--- src/rtl/frv_mem_arbiter.sv ---
// -----------------------------------------------------------------------------
// frv_mem_arbiter
//
// Merges the core's instruction (imem) and data (dmem) request/response
// channels onto one shared memory bus. A tag FIFO records which requester
// was granted, so responses are routed back in grant order.
//
// Optional feature macro: FRV_MEMARB_RR_EN
//   defined   : on contention, grant the source that was not granted last
//               (round-robin alternation)
//   undefined : on contention, dmem always wins
//
// Parameters:
//   OUTSTANDING  max accepted-but-unanswered transactions (1..4)
//
// Ports:
//   g_clk, g_resetn            clock, synchronous active-low reset
//   imem_* / dmem_*            requester channels: req/wen/strb/wdata/addr in,
//                              gnt out; recv/error/rdata out, ack in
//   mem_*                      shared bus: req/wen/strb/wdata/addr out,
//                              gnt in; recv/error/rdata in, ack out
// -----------------------------------------------------------------------------
// Arbiter state
//   state    | meaning
//   ST_OPEN  | free to select per request pattern
//   ST_HELD  | bus request pending without grant; selection pinned to
//            | lock_src_q so request fields stay stable until granted
// -----------------------------------------------------------------------------
module frv_mem_arbiter #(
    parameter int OUTSTANDING = 2
) (
    input  logic        g_clk,
    input  logic        g_resetn,

    input  logic        imem_req,
    input  logic        imem_wen,
    input  logic [3:0]  imem_strb,
    input  logic [31:0] imem_wdata,
    input  logic [31:0] imem_addr,
    output logic        imem_gnt,
    output logic        imem_recv,
    input  logic        imem_ack,
    output logic        imem_error,
    output logic [31:0] imem_rdata,

    input  logic        dmem_req,
    input  logic        dmem_wen,
    input  logic [3:0]  dmem_strb,
    input  logic [31:0] dmem_wdata,
    input  logic [31:0] dmem_addr,
    output logic        dmem_gnt,
    output logic        dmem_recv,
    input  logic        dmem_ack,
    output logic        dmem_error,
    output logic [31:0] dmem_rdata,

    output logic        mem_req,
    output logic        mem_wen,
    output logic [3:0]  mem_strb,
    output logic [31:0] mem_wdata,
    output logic [31:0] mem_addr,
    input  logic        mem_gnt,
    input  logic        mem_recv,
    output logic        mem_ack,
    input  logic        mem_error,
    input  logic [31:0] mem_rdata
);

    localparam int PW = (OUTSTANDING > 1) ? $clog2(OUTSTANDING) : 1;
    localparam int CW = $clog2(OUTSTANDING + 1);
    localparam logic [PW-1:0] PTR_MAX = PW'(OUTSTANDING - 1);
    localparam logic [CW-1:0] CNT_MAX = CW'(OUTSTANDING);

    typedef enum logic {SRC_IMEM = 1'b0, SRC_DMEM = 1'b1} src_e;
    typedef enum logic {ST_OPEN = 1'b0, ST_HELD = 1'b1} state_e;

    state_e                 state_q, state_d;
    src_e                   lock_src_q, lock_src_d;
    logic [OUTSTANDING-1:0] fifo_q, fifo_d;
    logic [PW-1:0]          wr_ptr_q, wr_ptr_d;
    logic [PW-1:0]          rd_ptr_q, rd_ptr_d;
    logic [CW-1:0]          count_q, count_d;
`ifdef FRV_MEMARB_RR_EN
    src_e                   last_q, last_d;
`endif

    src_e sel;
    src_e head;
    logic sel_req;
    logic issue_en;
    logic has_tag;
    logic push;
    logic pop;

    always_comb begin
        state_d    = state_q;
        lock_src_d = lock_src_q;
        fifo_d     = fifo_q;
        wr_ptr_d   = wr_ptr_q;
        rd_ptr_d   = rd_ptr_q;
        count_d    = count_q;
`ifdef FRV_MEMARB_RR_EN
        last_d     = last_q;
`endif

        imem_gnt   = 1'b0;
        imem_recv  = 1'b0;
        imem_error = 1'b0;
        imem_rdata = '0;
        dmem_gnt   = 1'b0;
        dmem_recv  = 1'b0;
        dmem_error = 1'b0;
        dmem_rdata = '0;
        mem_req    = 1'b0;
        mem_wen    = 1'b0;
        mem_strb   = '0;
        mem_wdata  = '0;
        mem_addr   = '0;
        mem_ack    = 1'b0;

        // Source selection: pinned while held, else the lone requester, else
        // the contention policy.
        if (state_q == ST_HELD) begin
            sel = lock_src_q;
        end else if (imem_req != dmem_req) begin
            sel = dmem_req ? SRC_DMEM : SRC_IMEM;
        end else begin
`ifdef FRV_MEMARB_RR_EN
            sel = (last_q == SRC_IMEM) ? SRC_DMEM : SRC_IMEM;
`else
            sel = SRC_DMEM;
`endif
        end

        sel_req  = (sel == SRC_DMEM) ? dmem_req : imem_req;
        // Full FIFO blocks issue even if a pop lands in the same cycle.
        issue_en = (count_q < CNT_MAX);
        has_tag  = (count_q != '0);
        head     = fifo_q[rd_ptr_q] ? SRC_DMEM : SRC_IMEM;

        if (g_resetn) begin
            mem_req = issue_en && sel_req;
            if (sel == SRC_DMEM) begin
                mem_wen   = dmem_wen;
                mem_strb  = dmem_strb;
                mem_wdata = dmem_wdata;
                mem_addr  = dmem_addr;
                dmem_gnt  = mem_req && mem_gnt;
            end else begin
                mem_wen   = imem_wen;
                mem_strb  = imem_strb;
                mem_wdata = imem_wdata;
                mem_addr  = imem_addr;
                imem_gnt  = mem_req && mem_gnt;
            end

            if (has_tag) begin
                if (head == SRC_DMEM) begin
                    dmem_recv  = mem_recv;
                    dmem_error = mem_error;
                    dmem_rdata = mem_rdata;
                    mem_ack    = dmem_ack;
                end else begin
                    imem_recv  = mem_recv;
                    imem_error = mem_error;
                    imem_rdata = mem_rdata;
                    mem_ack    = imem_ack;
                end
            end else begin
                // Response with nothing outstanding: swallow it.
                mem_ack = mem_recv;
            end
        end

        push = mem_req && mem_gnt;
        pop  = has_tag && mem_recv && mem_ack;

        if (mem_gnt) begin
            state_d = ST_OPEN;
        end else if (mem_req) begin
            state_d    = ST_HELD;
            lock_src_d = sel;
        end

        if (push) begin
            fifo_d[wr_ptr_q] = (sel == SRC_DMEM);
            wr_ptr_d         = (wr_ptr_q == PTR_MAX) ? '0 : wr_ptr_q + PW'(1);
`ifdef FRV_MEMARB_RR_EN
            last_d           = sel;
`endif
        end
        if (pop) begin
            rd_ptr_d = (rd_ptr_q == PTR_MAX) ? '0 : rd_ptr_q + PW'(1);
        end
        if (push && !pop) begin
            count_d = count_q + CW'(1);
        end else if (pop && !push) begin
            count_d = count_q - CW'(1);
        end
    end

    always_ff @(posedge g_clk) begin
        if (!g_resetn) begin
            state_q    <= ST_OPEN;
            lock_src_q <= SRC_IMEM;
            fifo_q     <= '0;
            wr_ptr_q   <= '0;
            rd_ptr_q   <= '0;
            count_q    <= '0;
`ifdef FRV_MEMARB_RR_EN
            last_q     <= SRC_IMEM;
`endif
        end else begin
            state_q    <= state_d;
            lock_src_q <= lock_src_d;
            fifo_q     <= fifo_d;
            wr_ptr_q   <= wr_ptr_d;
            rd_ptr_q   <= rd_ptr_d;
            count_q    <= count_d;
`ifdef FRV_MEMARB_RR_EN
            last_q     <= last_d;
`endif
        end
    end

endmodule

--- config.mk ---
export PLATFORM = sky130hd
export DESIGN_NAME = frv_mem_arbiter
export DESIGN_NICKNAME = d
export VERILOG_FILES = /design/src/rtl/frv_mem_arbiter.sv
export SDC_FILE = /design/constraint.sdc
export NUM_CORES = 1
export LEC_CHECK = 0
export BUFFER_PORTS_ARGS = -buffer_cell sky130_fd_sc_hd__buf_2
export CAP_MARGIN = 10
export CORE_AREA = 3 3 124 126
export DETAILED_ROUTE_END_ITERATION = 8
export DIE_AREA = 0 0 127 129
export SYNTH_ARGS = -nofsm -noshare
export SYNTH_HDL_FRONTEND = slang
export SYNTH_SLANG_ARGS = --single-unit
--- constraint.sdc ---
create_clock -name g_clk -period 2.7 [get_ports g_clk]
set_input_delay 0.54 -clock g_clk [delete_from_list [all_inputs] [get_ports g_clk]]
set_output_delay 0.54 -clock g_clk [all_outputs]
set_load 0.01 [all_outputs]
==> results summary, run 1 <==
The run finished with clean final reports. The number of flip-flops and latches in the synthesized netlist came out at 8. The CTS sink count came out at 8.

Leaving out fill and tap cells, the most frequent cells in the layout are sky130_fd_sc_hd__buf_2 (319), sky130_fd_sc_hd__nand2_1 (145), sky130_fd_sc_hd__and2_1 (67). The number of hold buffers added after CTS was 0. The maximum achievable frequency came out at 0.4086 GHz. The count of pins on the block boundary came out at 320.

The remaining routing DRC violations is 0. The delay contributed by the slowest stage of the critical path came out at 0.33 ns. In this run the critical register-to-register path is captured at count_q[1]$_SDFFE_PN0P_.

For flop-to-flop paths, the worst setup slack is 0.48 ns. Clock tree synthesis selected as its root buffer the cell sky130_fd_sc_hd__clkbuf_16. The maximum fanout encountered on the critical timing path came out at 26. The total power divided by cell area is 265.5 mW/mm2. The critical path data arrival time came out at 1.91 ns.

For this run, the register share of the synthesized area comes to 0.07646. The worst register-to-register path begins at lock_src_q$_SDFFE_PN0P_. The most common cell after layout, fill and taps aside is sky130_fd_sc_hd__buf_2. The max-cap check violation count came out at 0. IR analysis of the VDD net gives a maximum drop of 0.1911 mV. Subtracting the final worst setup slack from the clock period gives 2.448 ns. The worst setup margin came out at 0.2524 ns.

The end point of the critical path is mem_wdata[18]. The first global-routing pass estimated 15080 um of wire. The data required time at the worst endpoint is 2.16 ns. Counting every instance in the synthesized netlist gives 363.

After legalization and detailed placement, the total HPWL measured 8916 um. The full die area is 0.01638 mm2. The detailed-route wire length is 10420 um.

The CTS clock-pin slew for the worst setup and hold paths is 0.04 ns. The via count of the first global-routing pass is 3049. In the synthesized netlist the dominant register cell turns out to be sky130_fd_sc_hd__dfxtp_1.

The number of distinct library cells after synthesis came out at 27. The number of max-slew violations in the final report came out at 0. Setup repair after global routing left no endpoint under its margin. The analysis attributes to cell leakage a power of 2.395 nW. The initial DRC count is 161.

The antenna violation net count after detailed routing is 0. The capturing element type of the critical path is an output port. The post-cts repair resize count is 0. In this run the worst hold path is classified as flop to flop. The number of antenna violations at the first check in global routing is 0. During synthesis, Yosys emitted a total of 0 warnings. The number of nets in the synthesized netlist came out at 543.

The post-synthesis async set-or-reset flop share is 0. The vertical extent of the die is 129 um. The maximum level of the CTS H-tree came out at 1. The number of buffers added by the clock tree synthesis step is 3. The first TritonRoute pass finished after 5 iterations. From synthesis to final layout, the design area changed by 88.77%. The slowest stage of the critical path is the sky130_fd_sc_hd__mux2_2 cell. The final count of negative-setup-slack endpoints is 0. The total global routing track utilization came out at 0.1118. The mean cell area of the mapped netlist came out at 5.770 um2. The hold violation count in the final report came out at 0. The start-to-end type of the worst setup path is input pin to output port. The share of layout cells above drive strength 1 is 0.5068. The sum of overflow across all layers after global routing came out at 0. The floorplan step defined a core boundary enclosing 0.01442 mm2. Dividing the final minimum period by the clock period gives 0.9065. The slew at the pin closest to its max-slew limit is 0.3987 ns. The congestion estimate from routability-driven global placement came to 0.8899. The cell type with the highest occurrence count on the critical path is sky130_fd_sc_hd__buf_2.

The number of I/O port buffers came out at 319. Summing over every cut layer, the via total after detailed routing is 3409. The worst slack at placement is 0.2409 ns. In this run the tightest slew margin relative to its limit is 0.7338. The number of buffers on the longest clock path came out at 2. The final net count came out at 843. Summed over all failing endpoints, the final setup total negative slack is 0 ns. The routed length per placed instance is 12.31 um.

The largest net degree at the start of global routing came out at 46. In this run the post-CTS setup repair buffer count came out at 0. The area of placed instances came out at 0.003876 mm2.

The worst setup path is launched from an input pin. The number of placed instances with taps included came out at 842. The cell area after technology mapping came out at 0.002095 mm2. The final worst clock skew is 0.001611 ns. At the later pin of the worst-skew pair, clock insertion delay measures 0.23 ns. Counting flops with a built-in enable in the synthesized netlist gives 0.

The via-per-instance ratio is 4.030. The final design area excluding fillers is 0.003954 mm2. For this configuration, the core starts out at a cell density of 0.1452. In this run the worst setup path begins at dmem_req.

The clock tree from TritonCTS is yes. The width of the die came out at 127 um. The number of core rows came out at 44. For the worst flop-to-flop path, the logic depth is 7. The number of standard cells in the layout, taps in and fillers out is 846. Walking the worst path, the cells encountered are buf_2, nand2b_1, mux2_2, buf_4, nand2_1, a21boi_0, buf_2.
cells by family after synthesis:
kind of cell	count (synthesis)	share of synthesized area
AND/OR/NAND/NOR	229	0.5006
XOR/XNOR	2	0.008365
AO/OA/AOI/OAI	81	0.2975
multiplexers	8	0.03943
flip-flops	8	0.07646
adder cells (fa/ha/maj)	1	0.005973
buffers and inverters	34	0.07168
synthesized netlist by cell type, types with 2 or more instances:
cell type / count / area share
sky130_fd_sc_hd__a21boi_0: 47 / 0.17
sky130_fd_sc_hd__a21boi_1: 25 / 0.090
sky130_fd_sc_hd__and2_1: 67 / 0.20
sky130_fd_sc_hd__buf_2: 17 / 0.041
sky130_fd_sc_hd__clkbuf_1: 14 / 0.025
sky130_fd_sc_hd__dfxtp_1: 8 / 0.076
sky130_fd_sc_hd__inv_1: 2 / 0.0036
sky130_fd_sc_hd__mux2_2: 2 / 0.011
sky130_fd_sc_hd__mux2i_1: 6 / 0.029
sky130_fd_sc_hd__nand2_1: 145 / 0.26
sky130_fd_sc_hd__nand2b_1: 3 / 0.0090
sky130_fd_sc_hd__nor2_1: 8 / 0.014
sky130_fd_sc_hd__o21ai_0: 4 / 0.0096
sky130_fd_sc_hd__or3_1: 2 / 0.0060
final cells by class:
cell class / instances / area, um2
multi-input cells: 321 / 1797
diodes: 1 / 2.502
repair buffers: 327 / 1682
fillers: 1630 / 10470
inverters: 2 / 7.507
well taps: 184 / 230.2
flip-flops and latches: 8 / 160.2
clock buffers: 3 / 75.07
power by group:
| part | total [mW] | leakage, nW | internal, mW | switching (mW) |
|---|---|---|---|---|
| Combinational | 0.647 | 2.29 | 0.308 | 0.339 |
| Sequential | 0.147 | 0.0656 | 0.129 | 0.0175 |
| Clock | 0.255 | 0.0370 | 0.192 | 0.0636 |
| Total | 1.05 | 2.40 | 0.630 | 0.420 |
layer usage:
layer,GRT usage,wire length [um]
met1,0.1294,3936
met2,0.2151,5328
met3,0.03113,1129
met4,0.004416,21
met5,0,0
how the worst min path moves through the flow:
stage | start | endpoint | slack (ns) | cells after the start
2_1_floorplan | fifo_q[1]$_SDFFE_PN0P_ | fifo_q[1]$_SDFFE_PN0P_ | 0.45 | 2
3_3_place_gp | wr_ptr_q$_SDFFE_PN0P_ | wr_ptr_q$_SDFFE_PN0P_ | 0.48 | 2
3_5_place_dp | fifo_q[1]$_SDFFE_PN0P_ | fifo_q[1]$_SDFFE_PN0P_ | 0.49 | 2
6_report | fifo_q[1]$_SDFFE_PN0P_ | fifo_q[1]$_SDFFE_PN0P_ | 0.50 | 2
4_1_cts | fifo_q[1]$_SDFFE_PN0P_ | fifo_q[1]$_SDFFE_PN0P_ | 0.49 | 2
5_1_grt | wr_ptr_q$_SDFFE_PN0P_ | wr_ptr_q$_SDFFE_PN0P_ | 0.53 | 2
sequential cells by signal, summed over array words and instances, names as in the netlist:
name,cells
count_q,2
fifo_q,2
lock_src_q,1
rd_ptr_q,1
state_q,1
wr_ptr_q,1
worst max-delay path, delay by kind of cell:
kind,cells,cell delay (ns)
AOI/OAI and AO/OA,1,0.17
buffers and inverters,3,0.58
muxes,1,0.33
and+or+nand+nor,2,0.28
metrics by stage:
stage	hold WS [ns]	utilization	total power [mW]
final	0.4955	0.2741	1.050
after global routing	0.5322	0.2739	1.146
after CTS	0.4928	0.2739	1.068
after detailed placement	0.4878	0.2687	0.8031
after global placement	0.4783	0.2687	0.8007
after floorplan	0.4475	-	0.4874
Note: power is estimated with default switching activity, not from simulation.
==> inputs of run 2 (changes only) <==
- MAX_ROUTING_LAYER: default -> met4
==> results summary, run 2 (synthesis results as in run 1) <==
The flow ran to the end, and the final reports show no timing, DRC or antenna violations. In this run the worst setup path begins at dmem_req. The sum of overflow across all layers after global routing is 0 (unchanged). The number of buffers added by the clock tree synthesis step came out at 3 (unchanged). The final net count is 843 (unchanged).

The antenna violation net count after detailed routing is 0 (unchanged). Setup repair after global routing left no endpoint under its margin. The full die area came out at 0.01638 mm2 (unchanged). The clock tree from TritonCTS is yes. The layout-stage area growth over the synthesis result came to 88.77% (unchanged).

The hold violation count in the final report is 0 (unchanged). The post-cts repair resize count came out at 0 (unchanged). The maximum fanout encountered on the critical timing path came out at 26 (unchanged).

The count of pins on the block boundary came out at 320 (unchanged). The remaining routing DRC violations was 0 (unchanged). The total global routing track utilization is 0.1149 (+0.003120). The clock network latency to the later pin of the worst-skew pair came out at 0.23 ns (about the same). The area of placed instances came to 0.003876 mm2 (unchanged). The maximum resistive drop on vdd was 0.1912 mV (about the same).

The first-pass GRT wire length is 15040 um (-0.23%). The detailed-route wire length is 10420 um (about the same). The number of hold buffers added after cts was 0 (unchanged). The post-layout minimum cycle time is 2.460 ns (+0.01262 ns). The largest net degree at the start of global routing was 46 (unchanged).

The final total power came to 1.051 mW (+0.18%). The via-per-instance ratio came out at 4.058 (+0.70%). The post-CTS setup buffer count came out at 0 (unchanged).

The maximum achievable frequency is 0.4065 GHz (-0.51%). The final total negative setup slack came out at 0 ns (unchanged). The final worst clock skew came to 0.002530 ns (+0.0009188 ns). The final count of negative-setup-slack endpoints came out at 0 (unchanged). The tree is rooted in a sky130_fd_sc_hd__clkbuf_16. The width of the die came out at 127 um (unchanged). The final design area excluding fillers was 0.003954 mm2 (unchanged).

The overall via count from detail_route came out at 3433 (+0.70%). The worst setup margin came to 0.2398 ns (-0.01262 ns). The register-to-register setup slack is 0.48 ns (about the same).

The final cycle utilization of the critical path is 0.9112 (+0.004674). The vertical extent of the die came out at 129 um (unchanged). The worst register-to-register path begins at lock_src_q$_SDFFE_PN0P_.

The maximum level of the CTS H-tree is 1 (unchanged). The max-cap check violation count was 0 (unchanged). The data required time at the worst endpoint is 2.16 ns (about the same). The global placement routability congestion came out at 0.9049 (+1.7%). The leakage dissipation was 2.395 nW (unchanged). The initial standard-cell utilization of the core came to 0.1452 (unchanged). The worst setup path is captured at an output port. The number of filler cells placed in the layout is 1630 (unchanged). The number of I/O port buffers is 319 (unchanged). The number of max-slew violations in the final report came out at 0 (unchanged). The remaining max-slew budget at the tightest pin is 0.7371 (+0.003307). The number of core rows was 44 (unchanged). The routed length per placed instance came to 12.32 um (about the same). The via count of the first global-routing pass is 3051 (+0.066%).

The number of antenna violations at the first check in global routing is 0 (unchanged). The critical path is of the input pin to output port type. The number of buffers on the longest clock path came out at 2 (unchanged).

The slew at the pin closest to its max-slew limit was 0.3938 ns (-0.004953 ns). The worst hold path begins at fifo_q[1]$_SDFFE_PN0P_. The critical path data arrival time came to 1.92 ns (about the same). The initial DRC count came out at 133 (-17%). The path class of the lowest-slack min-delay path is flop to flop. Leaving out fill and tap cells, the most frequent cell in the layout is sky130_fd_sc_hd__buf_2.

The CTS clock-pin slew for the worst setup and hold paths is 0.04 ns (about the same). The CTS sink count was 8 (unchanged). The largest registers in the layout are count_q: 2 flops, fifo_q: 2 flops.

The placeable core area came out at 0.01442 mm2 (unchanged). The total power divided by cell area is 265.9 mW/mm2 (+0.18%). The total half-perimeter wirelength after legalization and detailed placement came out at 8916 um (unchanged).

The nature of the critical path startpoint is an input pin. The worst slack at placement came out at 0.2409 ns (unchanged). The first-pass iteration count of the detailed router came out at 4 (-1). In the layout the commonest cells are sky130_fd_sc_hd__buf_2 (319), sky130_fd_sc_hd__nand2_1 (145), sky130_fd_sc_hd__and2_1 (67). The final design utilization is 0.2741 (unchanged).

The share of layout cells above drive strength 1 is 0.5068 (unchanged).
run 2: per-stage QoR:
step                      hold slack [ns]  cells
after detailed placement           0.4878    842
after floorplan                    0.4475    363
after global placement             0.4783    842
after global routing               0.5322    845
final                              0.4955    846
after CTS                          0.4928    845
run 2: area by class of cell:
class	instances	area, um2	area share
sequential	8	160.2	0.04051
inverter	2	7.507	0.001899
clock buffer	3	75.07	0.01899
antenna	1	2.502	0.0006329
tap	184	230.2	0.05823
multi-input combinational	321	1797	0.4544
timing repair buffer	327	1682	0.4253
run 2: worst paths after layout:
path	depth (start not counted)	endpoint
min	2	fifo_q[1]$_SDFFE_PN0P_
max	7	mem_wdata[18]
max reg2reg	7	count_q[1]$_SDFFE_PN0P_
min reg2reg	2	fifo_q[1]$_SDFFE_PN0P_
run 2: worst max-delay path, cell delays in order:
cell and delay (ns):
sky130_fd_sc_hd__buf_2 0.11, sky130_fd_sc_hd__nand2b_1 0.18, sky130_fd_sc_hd__mux2_2 0.33, sky130_fd_sc_hd__buf_4 0.32
sky130_fd_sc_hd__nand2_1 0.11, sky130_fd_sc_hd__a21boi_0 0.17, sky130_fd_sc_hd__buf_2 0.16
run 2: report_power, final:
part	switching, mW	total (mW)	internal (mW)
sequential	0.0175	0.147	0.129
clock	0.0648	0.257	0.192
combinational	0.339	0.648	0.308
total	0.422	1.05	0.630
run 2: routing by layer:
metal	wire, um	track usage	part of all wire	vias to the layer above
met5	0	-	0	-
met4	40	0.006309	0.0038	0
met3	1045	0.02823	0.10	4
met2	5316	0.2139	0.51	207
met1	4022	0.1307	0.39	1463
li1	-	-	-	1759
